[src/rtl/shift_add_multiplier.sv]
// Sequential shift-and-add multiplier, one partial product per clock, signed/unsigned.
// Optional macro EARLY_TERM_EN: leave RUN once the remaining multiplier bits are all zero.
module shift_add_multiplier #(
    parameter int DATA_W = 16
) (
    input  logic                  clk,
    input  logic                  rst,
    input  logic                  start,
    input  logic                  signed_mode,
    input  logic [DATA_W-1:0]     op_a,
    input  logic [DATA_W-1:0]     op_b,
    output logic [2*DATA_W-1:0]   product,
    output logic                  busy,
    output logic                  done,
    output logic                  ready
);

    localparam int CNT_W = $clog2(DATA_W) + 1;

    localparam logic [1:0] S_IDLE = 2'd0;
    localparam logic [1:0] S_RUN  = 2'd1;
    localparam logic [1:0] S_DONE = 2'd2;

    logic [1:0]            r_state;
    logic [2*DATA_W-1:0]   r_a;
    logic [DATA_W-1:0]     r_b;
    logic [2*DATA_W-1:0]   r_acc;
    logic [CNT_W-1:0]      r_cnt;
    logic                  r_neg;
    logic [2*DATA_W-1:0]   r_prod;
    logic                  r_busy;
    logic                  r_done;
    logic                  r_ready;

    logic [DATA_W-1:0]     w_mag_a;
    logic [DATA_W-1:0]     w_mag_b;
    logic [2*DATA_W-1:0]   w_acc_nxt;
    logic [DATA_W-1:0]     w_b_nxt;
    logic                  w_last;

    // Magnitudes are unsigned, so -2^(DATA_W-1) maps to 2^(DATA_W-1) cleanly
    assign w_mag_a   = (signed_mode && op_a[DATA_W-1]) ? -op_a : op_a;
    assign w_mag_b   = (signed_mode && op_b[DATA_W-1]) ? -op_b : op_b;
    assign w_acc_nxt = r_b[0] ? (r_acc + r_a) : r_acc;
    assign w_b_nxt   = r_b >> 1;

`ifdef EARLY_TERM_EN
    assign w_last = (r_cnt == CNT_W'(DATA_W - 1)) || (w_b_nxt == '0);
`else
    assign w_last = (r_cnt == CNT_W'(DATA_W - 1));
`endif

    always_ff @(posedge clk or negedge rst) begin
        if (!rst) begin
            r_state <= S_IDLE;
            r_a     <= '0;
            r_b     <= '0;
            r_acc   <= '0;
            r_cnt   <= '0;
            r_neg   <= 1'b0;
            r_prod  <= '0;
            r_busy  <= 1'b0;
            r_done  <= 1'b0;
            r_ready <= 1'b1;
        end else begin
            case (r_state)
                S_IDLE: begin
                    if (start) begin
                        r_a     <= {{DATA_W{1'b0}}, w_mag_a};
                        r_b     <= w_mag_b;
                        r_acc   <= '0;
                        r_cnt   <= '0;
                        r_neg   <= signed_mode & (op_a[DATA_W-1] ^ op_b[DATA_W-1]);
                        r_state <= S_RUN;
                        r_busy  <= 1'b1;
                        r_ready <= 1'b0;
                    end
                end
                S_RUN: begin
                    r_acc <= w_acc_nxt;
                    r_a   <= r_a << 1;
                    r_b   <= w_b_nxt;
                    r_cnt <= r_cnt + CNT_W'(1);
                    if (w_last) begin
                        r_prod  <= r_neg ? -w_acc_nxt : w_acc_nxt;
                        r_state <= S_DONE;
                        r_done  <= 1'b1;
                    end
                end
                S_DONE: begin
                    r_state <= S_IDLE;
                    r_done  <= 1'b0;
                    r_busy  <= 1'b0;
                    r_ready <= 1'b1;
                end
                default: begin
                    r_state <= S_IDLE;
                    r_done  <= 1'b0;
                    r_busy  <= 1'b0;
                    r_ready <= 1'b1;
                end
            endcase
        end
    end

    assign product = r_prod;
    assign busy    = r_busy;
    assign done    = r_done;
    assign ready   = r_ready;

endmodule

[config.mk]
export PLATFORM = sky130hd
export DESIGN_NAME = shift_add_multiplier
export DESIGN_NICKNAME = d
export VERILOG_FILES = /design/src/rtl/shift_add_multiplier.sv
export SDC_FILE = /design/constraint.sdc
export NUM_CORES = 1
export LEC_CHECK = 0
export ABC_AREA = 1
export ABC_CLOCK_PERIOD_IN_PS = 3000
export CAP_MARGIN = 20
export CORE_ASPECT_RATIO = 1.5
export CORE_MARGIN = 10
export CORE_UTILIZATION = 48
export CTS_CLUSTER_SIZE = 14
export DETAILED_ROUTE_END_ITERATION = 6
export PLACE_DENSITY = 0.67
export SLEW_MARGIN = 5
export SYNTH_ARGS = -nofsm -noshare
export SYNTH_HDL_FRONTEND = slang
export SYNTH_SLANG_ARGS = --single-unit
[constraint.sdc]
create_clock -name clk -period 3 [get_ports clk]
set_input_delay 0.9 -clock clk [delete_from_list [all_inputs] [get_ports clk]]
set_output_delay 0.9 -clock clk [all_outputs]
set_load 0.05 [all_outputs]
# Word level (Yosys, flattened, before mapping)

Cells that the tools add are included.
Widths: inputs -> output; s select.

Output and inout port bits: 35
Logic and storage cells: 54
Bits of input ports: 36
Memories kept: 0
Bits in read-only memories: 0
Bits in writable memories: 0
Bits in latches: 0
Register bits after elaboration: 123

Magnitude comparators: 0
Reduce and logical (&&, ||, !) cells: 10
Div/mod/pow operators: 0
Add/subtract/negate cells: 5
Shift-type cells: 0
Multipliers: 0
Multiplexer cells: 21
Bitwise gates (word level): 4
Equality and inequality tests: 4

Operators with widths:

| cell                | count |
|---|---|
| $mux 32             | 4 |
| $pmux 32 s2         | 2 |
| $mux 16             | 3 |
| $add 32x32->32      | 1 |
| $neg 16->16         | 2 |
| $neg 32->32         | 1 |
| $pmux 16 s2         | 1 |
| $reduce_and 2->1    | 6 |
| $pmux 5 s2          | 1 |
| $pmux 1 s2          | 3 |
| $add 5x1->5 const B | 1 |
| $eq 5x4->1 const B  | 1 |
| $mux 5              | 1 |
| $mux 2              | 2 |
| $ne 2x2->1 const B  | 2 |
| $pmux 2 s2          | 1 |
| $mux 1              | 3 |
| $eq 2x1->1 const B  | 1 |
| $logic_and 1x1->1   | 2 |
| $logic_not 2->1     | 1 |
| $not 1->1           | 2 |
| $reduce_bool 2->1   | 1 |
| $and 1x1->1         | 1 |
| $xor 1x1->1         | 1 |

# Logic depth before layout (Yosys ltp)

Depth after elaboration: 4
Gate-level depth with buffers: 22
Mapped depth without buffers: 22

# Worst setup path after synthesis

OpenSTA, ideal clock, no wires.

Path kind: flip-flop to flip-flop
Start: register r_a[0]
End: register r_prod[28], in the netlist product[28]
Setup time: 118 ps
Cell stages (with the launch flop): 20
Buffers on the path: 0
Data required time: 2882 ps
Path slack: 417 ps
Period minus slack after synthesis: 2583 ps
Arrival time: 2466 ps
Cell sequence: dfrtp_1 > ha_1 > fa_1 > o21ai_2 > ha_1 > inv_1 > nor2_1 > nand3_1 > inv_1 > nand2_1 > nor2_1 > nand2_1 > nor2_1 > nand2_1 > nor2_1 > nand2_1 > nand2_1 > nand2_1 > nand3_1 > nand2_1

Cells in the longest elaborated chain, start to end: 4

Ends and longest elaborated chain:

| element                | line | RTL |
|---|---|---|
| from (decl)            | 25   | `logic [2*DATA_W-1:0] r_a;` |
| from (signal assigned) | 69   | `r_a <= {{DATA_W{1'b0}}, w_mag_a};` |
| from (signal assigned) | 81   | `r_a <= r_a << 1;` |
| $add 32x32->32 (*)     | 44   | `assign w_acc_nxt = r_b[0] ? (r_acc + r_a) : r_acc;` |
| $mux 32 (*)            | 44   |  |
| $neg 32->32            | 85   | `r_prod <= r_neg ? -w_acc_nxt : w_acc_nxt;` |
| $mux 32 (*)            | 85   |  |
| to (signal assigned)   | 85   |  |
| to (decl)              | 30   | `logic [2*DATA_W-1:0] r_prod;` |

Every way passes the cells marked *; elsewhere a longest branch is shown, timed or not.
A chain may end at the register's enable or synchronous reset.

# Worst setup path in the final report

Start: register r_a[0]
End: register r_prod[30], in the netlist product[30]

Same word-level chain as after synthesis.

==> results.py <==
metrics = {
    "run_status": {
        "outcome": "finished clean",
    },
    "drt": {
        "wl_per_cell_um": 16.0,
        "first_iter_violations": 660,
        "ant_nets": 0,
        "drt_wl_total_mm": 28.9,
        "drc": 0,
        "vias": 9336,
        "routed_via_density": 5.18,
        "first_pass_iters": 5,
    },
    "grt": {
        "grt_overflow": 0,
        "grt_pass1_vias": 9522,
        "antenna_found_initial": 0,
        "grt_util_all_layers_pct": 22.6,
        "grt_max_degree": 53,
        "grt_pass1_wl_mm": 46.4,
    },
    "timing": {
        "finalClockSkew_ns": 0.00950,
        "min_period_over_period_pct": 95.6,
        "drv_slew": 0,
        "max_freq_mhz": 349,
        "setup_viol": 0,
        "relSlewSlack_pct": 55.3,
        "fin_crit_ns": 2.87,
        "tightest_slew_ns": 0.671,
        "whs_ns": 0.422,
        "hold_viol_final": 0,
    },
    "finish": {
        "layout.area.seq_mm2": 0.00308,
        "mostFrequentLayoutCells": "490 x nand2_1, 214 x inv_1, 123 x nand3_1",
        "final_nets": 1606,
        "num_antenna_cells": 0,
        "synthToLayoutAreaGrowth_pct": 19.7,
        "multiInputGateArea_mm2": 0.00551,
        "final_common_cell": "nand2_1",
        "drive_gt1_share_pct": 11.1,
        "fillers": 1959,
    },
    "logic_synthesis": {
        "yosysTopAreaCellShare_pct": 32.4,
        "synth_warnings": 0,
        "postSynthAreaPerCell_um2": 6.49,
        "syn_nets": 1527,
        "ys_ff_latch": 123,
        "netlist_instances": 1454,
        "synth_area_mm2": 0.00943,
        "yosysUniqueCellTypes": 43,
        "synth-main-ff-cell": "dfrtp_1",
        "synth_edf_count": 0,
        "ys_seq_area_share_pct": 32.6,
        "synthTopCellsByArea": "dfrtp_1 32%, nand2_1 20%, inv_1 8.5%",
        "synthArstFlopShare_pct": 100,
        "synth_top_cell_by_area": "dfrtp_1",
    },
    "worst_setup_path": {
        "rrSetupSlack_ns": 0.13,
        "cp_data_arrival_time_ns": 3.18,
        "reg2reg_from": "r_a[0]",
        "end_kind": "register",
        "timing.rr.end": "product[30]",
        "critPathRequiredTime_ns": 3.32,
        "worstRegToRegCells": 17,
        "cp_max_fo": 4,
        "cp-start-kind": "register",
        "crit_type": "register to register",
    },
    "cts": {
        "cts_buffers": 17,
        "clk-insertion-delay-late_ns": 0.43,
        "cts_buffer_depth": 2,
        "cts_tree": "yes",
        "hold_buffers": 0,
        "root_buffer": "clkbuf_16",
        "cts_htree_levels": 4,
        "clk_pin_slew_worst_paths_ns": 0.06,
        "cts_sinks": 123,
    },
    "floorplanning": {
        "fp.dieH_um": 192,
        "start_util_pct": 49.0,
        "placementRows": 62,
        "dieArea_mm2": 0.0258,
        "io-pin-count": 71,
        "dieWidth_um": 134,
        "coreArea_mm2": 0.0192,
    },
    "run": {
        "maxCapViolCount": 0,
    },
    "placed_design": {
        "finalWeightedCongestion": 0.928,
        "numPortBuffers": 70,
        "hpwl_mm": 22.5,
    },
    "hold_path": {
        "min_path_type": "input pin to asynchronous set/reset pin",
    },
}
## how the worst max path moves through the flow
| stage | start | end | slack, ns | depth (start not counted) |
|---|---|---|---|---|
| 2_1_floorplan | r_a[0] | product[28] | 0.42 | 19 |
| 3_3_place_gp | op_b[0] | r_b[12] | 0.07 | 11 |
| 3_5_place_dp | r_a[0] | product[28] | 0.07 | 19 |
| 4_1_cts | r_a[0] | product[28] | 0.03 | 19 |
| 5_1_grt | r_a[0] | product[24] | -0.05 | 17 |
| 6_report | r_a[0] | product[30] | 0.13 | 17 |
## cells in the mapped netlist (all sizes together) (11+ instances only)
cell / number
inv: 220
clkbuf: 29
o21ai: 70
nand2: 530
xor2: 29
nand4: 11
ha: 36
nand3: 134
nor3: 18
a21oi: 29
buf: 11
o22ai: 48
dfrtp: 122
a22oi: 28
nor2: 108
## cell type report
| type | count | area share (%) |
|---|---|---|
| well taps | 256 | 2.84 |
| flip-flops and latches | 123 | 27.3 |
| repair buffers | 100 | 8.40 |
| inverters | 224 | 7.45 |
| clock buffers | 20 | 3.96 |
| clock inverters | 12 | 1.23 |
| multi-input cells | 1067 | 48.8 |
## kinds of logic (layout without fill, tap and decap cells)
group,count (synthesis),count (layout),share of synthesized area [%]
adder cells (fa/ha/maj),37,37,4.99
buffers and inverters,264,356,10.7
AND/OR/NAND/NOR,809,809,36.5
flip-flops,123,123,32.6
AO/OA/AOI/OAI,186,186,11.9
XOR/XNOR,35,35,3.25
## metrics by stage
step | area, um^2 | setup WS (ns) | utilization, % | instances | TNS [ns]
floorplan | 9430 | 0.417 | - | 1454 | 0
CTS | 11100 | 0.0270 | 57.7 | 1800 | 0
finish | 11300 | 0.133 | 58.7 | 1802 | 0
global placement | 10500 | 0.0704 | 54.7 | 1768 | 0
global route | 11300 | -0.0515 | 58.7 | 1802 | -0.0911
detailed placement | 10500 | 0.0675 | 54.7 | 1768 | 0
## timing repair
| action | 4_1_cts | 5_1_grt |
|---|---|---|
| buffers inserted | 0 | 2 |
| resized for setup | 0 | 44 |
| setup endpoints to repair | 0 | 19 |
## sequential cells by signal (all words and copies together) (netlist names)
name     flops
product     32
r_a         32
r_acc       32
r_b         16
r_cnt        5
r_state      2
busy         1
done         1
r_neg        1
ready        1
## critical path: stages (launching register included)
cell	delay, ns
dfrtp_1	0.41
ha_2	0.22
fa_2	0.44
o21ai_4	0.20
ha_2	0.20
inv_1	0.04
nor2_1	0.13
nand3_1	0.12
nor2_1	0.11
nand2_1	0.10
nor2_1	0.11
nand3_1	0.13
nor2_2	0.15
nand2_1	0.10
nand2_2	0.09
nand3_1	0.07
nand3_1	0.08
nand2_1	0.06
## per-layer routing
metal	routed length (um)	GRT usage, %	share of wire, %
met1	10600	22.0	37
met2	15600	43.3	54
met3	786	3.24	2.7
met5	0	0	0
met4	1810	14.5	6.3
Power is left out: the tool's default activity adds up to more than one toggle a clock period on the data nets, which glitch-free logic cannot reach.
==> edit 1: new RTL, same flow settings <==
Set the parameter `DATA_W` to 32 (it was 16).
--- a/src/rtl/shift_add_multiplier.sv
+++ b/src/rtl/shift_add_multiplier.sv
@@ -3,3 +3,3 @@
 module shift_add_multiplier #(
-    parameter int DATA_W = 16
+    parameter int DATA_W = 32
 ) (
Ports: changed (resized op_a, op_b and product); port bits go from 71 to 135. No check against the original RTL was run, so the function may have changed too.
==> edit 1 against the unedited design <==
The flow now finishes with violations (negative setup slack). Synthesized area rose by 110%. Wire length rose to 3.0 times the old value. Non-clock buffer count is 528 higher. Design area rose to 2.6 times the old value. Utilization is 13 points higher. Worst setup slack got worse by 0.37 ns. Sequential cell count is 113 higher. Critical path type unchanged.
Power is not shown: default switching activity piles up to over one toggle a cycle in this logic, so the estimate is an artifact.
==> edit 1: results (changes against the unedited design) <==
# setup viols final=39 (+39); slowest CP cell=dfrtp_2; post-placement cell count=4299 (+140%); Max Transition Viols Final=0 (unchanged); final std cells w/o fill=4426 (+150%); outcome=finished with violations; failing checks=negative setup slack; CTS Root Cell=clkbuf_16; first-pass GRT wire length=126 mm (+170%); Worst-path clk slew=0.07 ns; Synth Area in Adders=4.26% (-0.73 points); max incr delay on CP=0.50 ns (+0.06 ns); Clk Latency, worst-skew pair=0.60 ns (+0.17 ns); syn nets=3419 (+120%); Main synth FF type=dfrtp_1; compound-gate portion of the synthesized area=11.3% (-0.57 points); vias in the first global route=23500 (+150%); worst hold path type=primary input to asynchronous set/reset pin; Filler cells=3467 (+77%); Post-Route Skew=0.0377 ns (+0.0282 ns); fin nets=3985 (+150%); Hold Worst Slack=0.166 ns (-0.255 ns); antenna violations before repair=0 (unchanged); Area after DPL=25000 um2 (+140%); Post-DP HPWL=65.3 mm (+190%); Inserted Diodes=0 (unchanged); worst slack, placed=-0.534 ns (-0.602 ns); layout cells sized above 1=33.8% (+23 points); Worst Max-Slew Pin Slew=0.899 ns (+0.228 ns); Setup WS post-layout=-0.239 ns (-0.372 ns); Worst Setup EP=product[36]$_DFFE_PN0P_; H-tree depth=1 (-3); R2R cell count=21 (+4); Synth cell types=51 (+19%); most common library cells after synthesis=1216 x nand2_1, 527 x inv_1, 235 x dfrtp_1; Critical Path AT=3.74 ns (+0.56 ns); Starting DRT DRC Count=1560 (+140%); pin count of the biggest net entering global routing=86 (+62%); worst-case clock buffer depth=3 (+1); Avg Inst Size Synth=6.14 um2 (-5.3%); Seq/Total Area, Yosys=29.3% (-3.4 points); xor and xnor area share after synthesis=3.13% (-0.12 points); synth top area cells=dfrtp_1 29%, nand2_1 23%, inv_1 9.8%; TNS Setup=-4.66 ns (-4.66 ns); CTS Buf Count=26 (+9); GRT Overall Usage=31.8% (+9.2 points); multiplexer share of the synthesized area=0% (unchanged); vias per cell=5.36 (+3.4%); final RePlAce weighted congestion=1.05 (+13%); CP startpoint=r_acc[16]$_DFFE_PN0P_; Yosys warning count=0 (unchanged); Routed WL per cell=19.4 um (+21%); # port buffers=134 (+91%)
==> edit 1: cell types whose count changed after synthesis, moves of 21 or more <==
cell	delta
a22oi_1	+31
nand2_2	+27
o22ai_1	+38
clkbuf_1	+34
nand3_1	+90
nor2_2	+26
nand2_1	+714
dfrtp_1	+113
nor2_1	+142
ha_1	+31
inv_1	+313
o21ai_0	+63
a21oi_1	+33
xor2_1	+21
==> edit 1: area by class of cell <==
cell class | instances | area, um2 | area share (%)
multi-input cells | 2401 | 15000 | 50.3
flip-flops and latches | 236 | 5950 | 20.0
well taps | 558 | 698 | 2.35
clock inverters | 13 | 168 | 0.563
inverters | 556 | 2100 | 7.05
repair buffers | 628 | 5180 | 17.4
clock buffers | 34 | 701 | 2.35
==> edit 1: cell families (layout without fill, tap and decap cells) <==
| family | Yosys count | in the layout |
|---|---|---|
| buf+inv | 646 | 1231 |
| compound gates | 383 | 383 |
| fa+ha+maj | 68 | 68 |
| simple gates | 1878 | 1878 |
| flops | 236 | 236 |
| xor+xnor | 72 | 72 |
==> edit 1: metal layers <==
layer  share of wire (%)  vias to the layer above  track usage, %
met2                  52                      838            59.0
met3                 4.3                      382            4.11
met5                   0                        -               0
met1                  32                    11000            29.2
met4                  11                        0            30.1
li1                    -                    11400               -
==> edit 1: what timing repair did <==
item | in CTS | in global routing
gates resized for setup | 359 | 452
setup buffers | 41 | 39
endpoints found under the setup margin | 54 | 63
pin swaps | 97 | 194
==> edit 1: worst reg2reg max path: cells and delay by family (launching register included) <==
family                     cells  cell delay (ns)
adders and majority gates      1             0.27
AOI/OAI and AO/OA              1             0.22
DFF                            1             0.50
buffers and inverters          3             0.30
and+or+nand+nor               16             1.86
==> edit 2: new RTL, config.mk and constraints unchanged <==
Made on the original files. Reset style: synchronous (`rst`), changed in one clocked block.
--- a/src/rtl/shift_add_multiplier.sv
+++ b/src/rtl/shift_add_multiplier.sv
@@ -52,3 +52,3 @@
 
-    always_ff @(posedge clk or negedge rst) begin
+    always_ff @(posedge clk) begin
         if (!rst) begin
Formal check against the unedited RTL: differs if rst is asserted again (counterexample within 4 cycles, from zero or initial values and one cycle with rst low); with rst held inactive, the same outputs for 10 cycles.
==> edit 2 against the unedited design <==
Non-clock buffer count decreased by 6. Design area shrank 5.0%. Sequential share of layout area is 4.2 points lower. Wire length shrank 6.3%. Fmax up 2.6%. Via count up 1.7%. Sequential cell count is the same. Final cell count increased by 2.6%. Synthesized area down 3.9%. Worst setup slack better by 0.072 ns. Global-route usage fell by 0.67 points. Critical path type unchanged.
Power is left out: it rests on default switching activity, and per cell area and clock period it moved more than threefold.
==> edit 2: results (changes against the unedited design) <==
outcome=finished clean; Post-Route Skew=0.0129 ns (+0.00341 ns); most common library cells after synthesis=554 x nand2_1, 183 x inv_1, 123 x dfxtp_1; worst hold path type=flip-flop to flip-flop; pin count of the biggest net entering global routing=86 (+62%); worst-path maximum fanout=5 (+1); CTS Buf Count=17 (unchanged); syn nets=1598 (+4.6%); 1st-pass router iterations=5 (unchanged); max capacitance violation total=0 (unchanged); antenna violations before repair=0 (unchanged); vias per cell=5.14 (-0.83%); PostCTS Resize Cnt=0 (unchanged); # port buffers=70 (unchanged); fin nets=1656 (+3.1%); # Post-CTS Setup Buffers=0 (unchanged); Inserted Diodes=0 (unchanged); GRT Overall Usage=21.9% (-0.67 points); post-placement cell count=1816 (+2.7%); Yosys warning count=0 (unchanged); Routed WL per cell=14.6 um (-8.7%); Starting DRT DRC Count=553 (-16%); share of synthesized registers carrying an async set or reset=0% (-100 points); Critical Path AT=3.11 ns (-0.07 ns); Syn Inst Count=1525 (+4.9%); Area after DPL=10100 um2 (-4.1%); first-pass GRT wire length=45.3 mm (-2.3%); drt drc=0 (unchanged); CTS Root Cell=clkbuf_16; final RePlAce weighted congestion=0.972 (+4.8%); Seq/Total Area, Yosys=27.2% (-5.5 points); synth top area cells=dfxtp_1 27%, nand2_1 23%, inv_1 7.6%; layout cells sized above 1=10.4% (-0.66 points); worst-case clock buffer depth=2 (unchanged); relative slew slack=39.3% (-16 points); Synth cell types=42 (-2.3%); Core Box Area=18500 um2 (-3.6%); Clk Latency, worst-skew pair=0.43 ns (about the same); Post-DP HPWL=20.9 mm (-7.5%); vias in the first global route=9336 (-2.0%); WL final=27.0 mm (-6.3%); Worst-path clk slew=0.07 ns; H-tree depth=4 (unchanged)
==> edit 2: cell types whose count changed after synthesis, sizes merged, moves of 12 or more <==
cell    unedited run  this run
dfxtp              0       123
dfrtp            122         0
a21oi             29       117
o22ai             48         0
nand2            530       574
inv              220       191
a22oi             28         0
a31oi              1        29
or2                5        18
clkbuf            29        41
nand3            134       122
==> edit 2: stage by stage <==
| stage | setup TNS (ns) | utilization [%] | setup WS, ns |
|---|---|---|---|
| 2_1_floorplan | 0 | - | 0.405 |
| 3_3_place_gp | 0 | 54.4 | 0.0704 |
| 3_5_place_dp | -0.00969 | 54.4 | -0.00969 |
| 4_1_cts | 0 | 57.4 | 0.0773 |
| 5_1_grt | -0.0169 | 57.8 | -0.0148 |
| 6_report | 0 | 57.8 | 0.205 |
==> edit 2: metal layers <==
layer,vias up,track usage [%],share of wire [%]
met5,-,0,0
met4,0,13.6,6.8
met3,80,3.62,2.9
met2,188,41.0,52
met1,4246,22.1,38
li1,4981,-,-
==> edit 2: path summary, 6_finish.rpt <==
path	cells after the start	startpoint	slack, ns	to
setup reg to reg	17	r_acc[14]$_SDFFE_PN0P_	0.21	product[23]$_SDFFE_PN0P_
hold reg to reg	2	ready$_SDFFE_PN1P_	0.44	ready$_SDFFE_PN1P_
setup / recovery	17	r_acc[14]$_SDFFE_PN0P_	0.21	product[23]$_SDFFE_PN0P_
hold / removal	2	ready$_SDFFE_PN1P_	0.44	ready$_SDFFE_PN1P_
==> edit 2: cells by family (layout without fill, tap and decap cells) <==
group	Yosys count	after routing	synth area share, %
AND/OR/NAND/NOR	866	866	40.9
buffers and inverters	250	321	10.6
AO/OA/AOI/OAI	225	225	13.9
flip-flops	123	123	27.2
adder cells (fa/ha/maj)	37	37	5.19
XOR/XNOR	24	24	2.32
==> edit 2: cell type report <==
type | count | area [um2]
timing repair buffer | 94 | 918
clock inverter | 15 | 130
sequential | 123 | 2470
multi-input combinational | 1152 | 5730
inverter | 195 | 732
tap | 252 | 315
clock buffer | 17 | 425
fill | 1909 | 7820
==> edit 2: worst max-delay path: stages, from the launching register on <==
cell and delay (ns):
dfxtp_1 0.38, ha_1 0.42, nand2_1 0.12, nor2_1 0.20, nand2_1 0.10, nor2_1 0.09, nand2_1 0.10, nand3_1 0.10
nand2_1 0.06, nand3_1 0.08, nand2_1 0.21, inv_1 0.10, nand2_1 0.08, nor2_2 0.16, nand3_2 0.09, nand2_2 0.11
xor2_1 0.19, a21oi_1 0.09
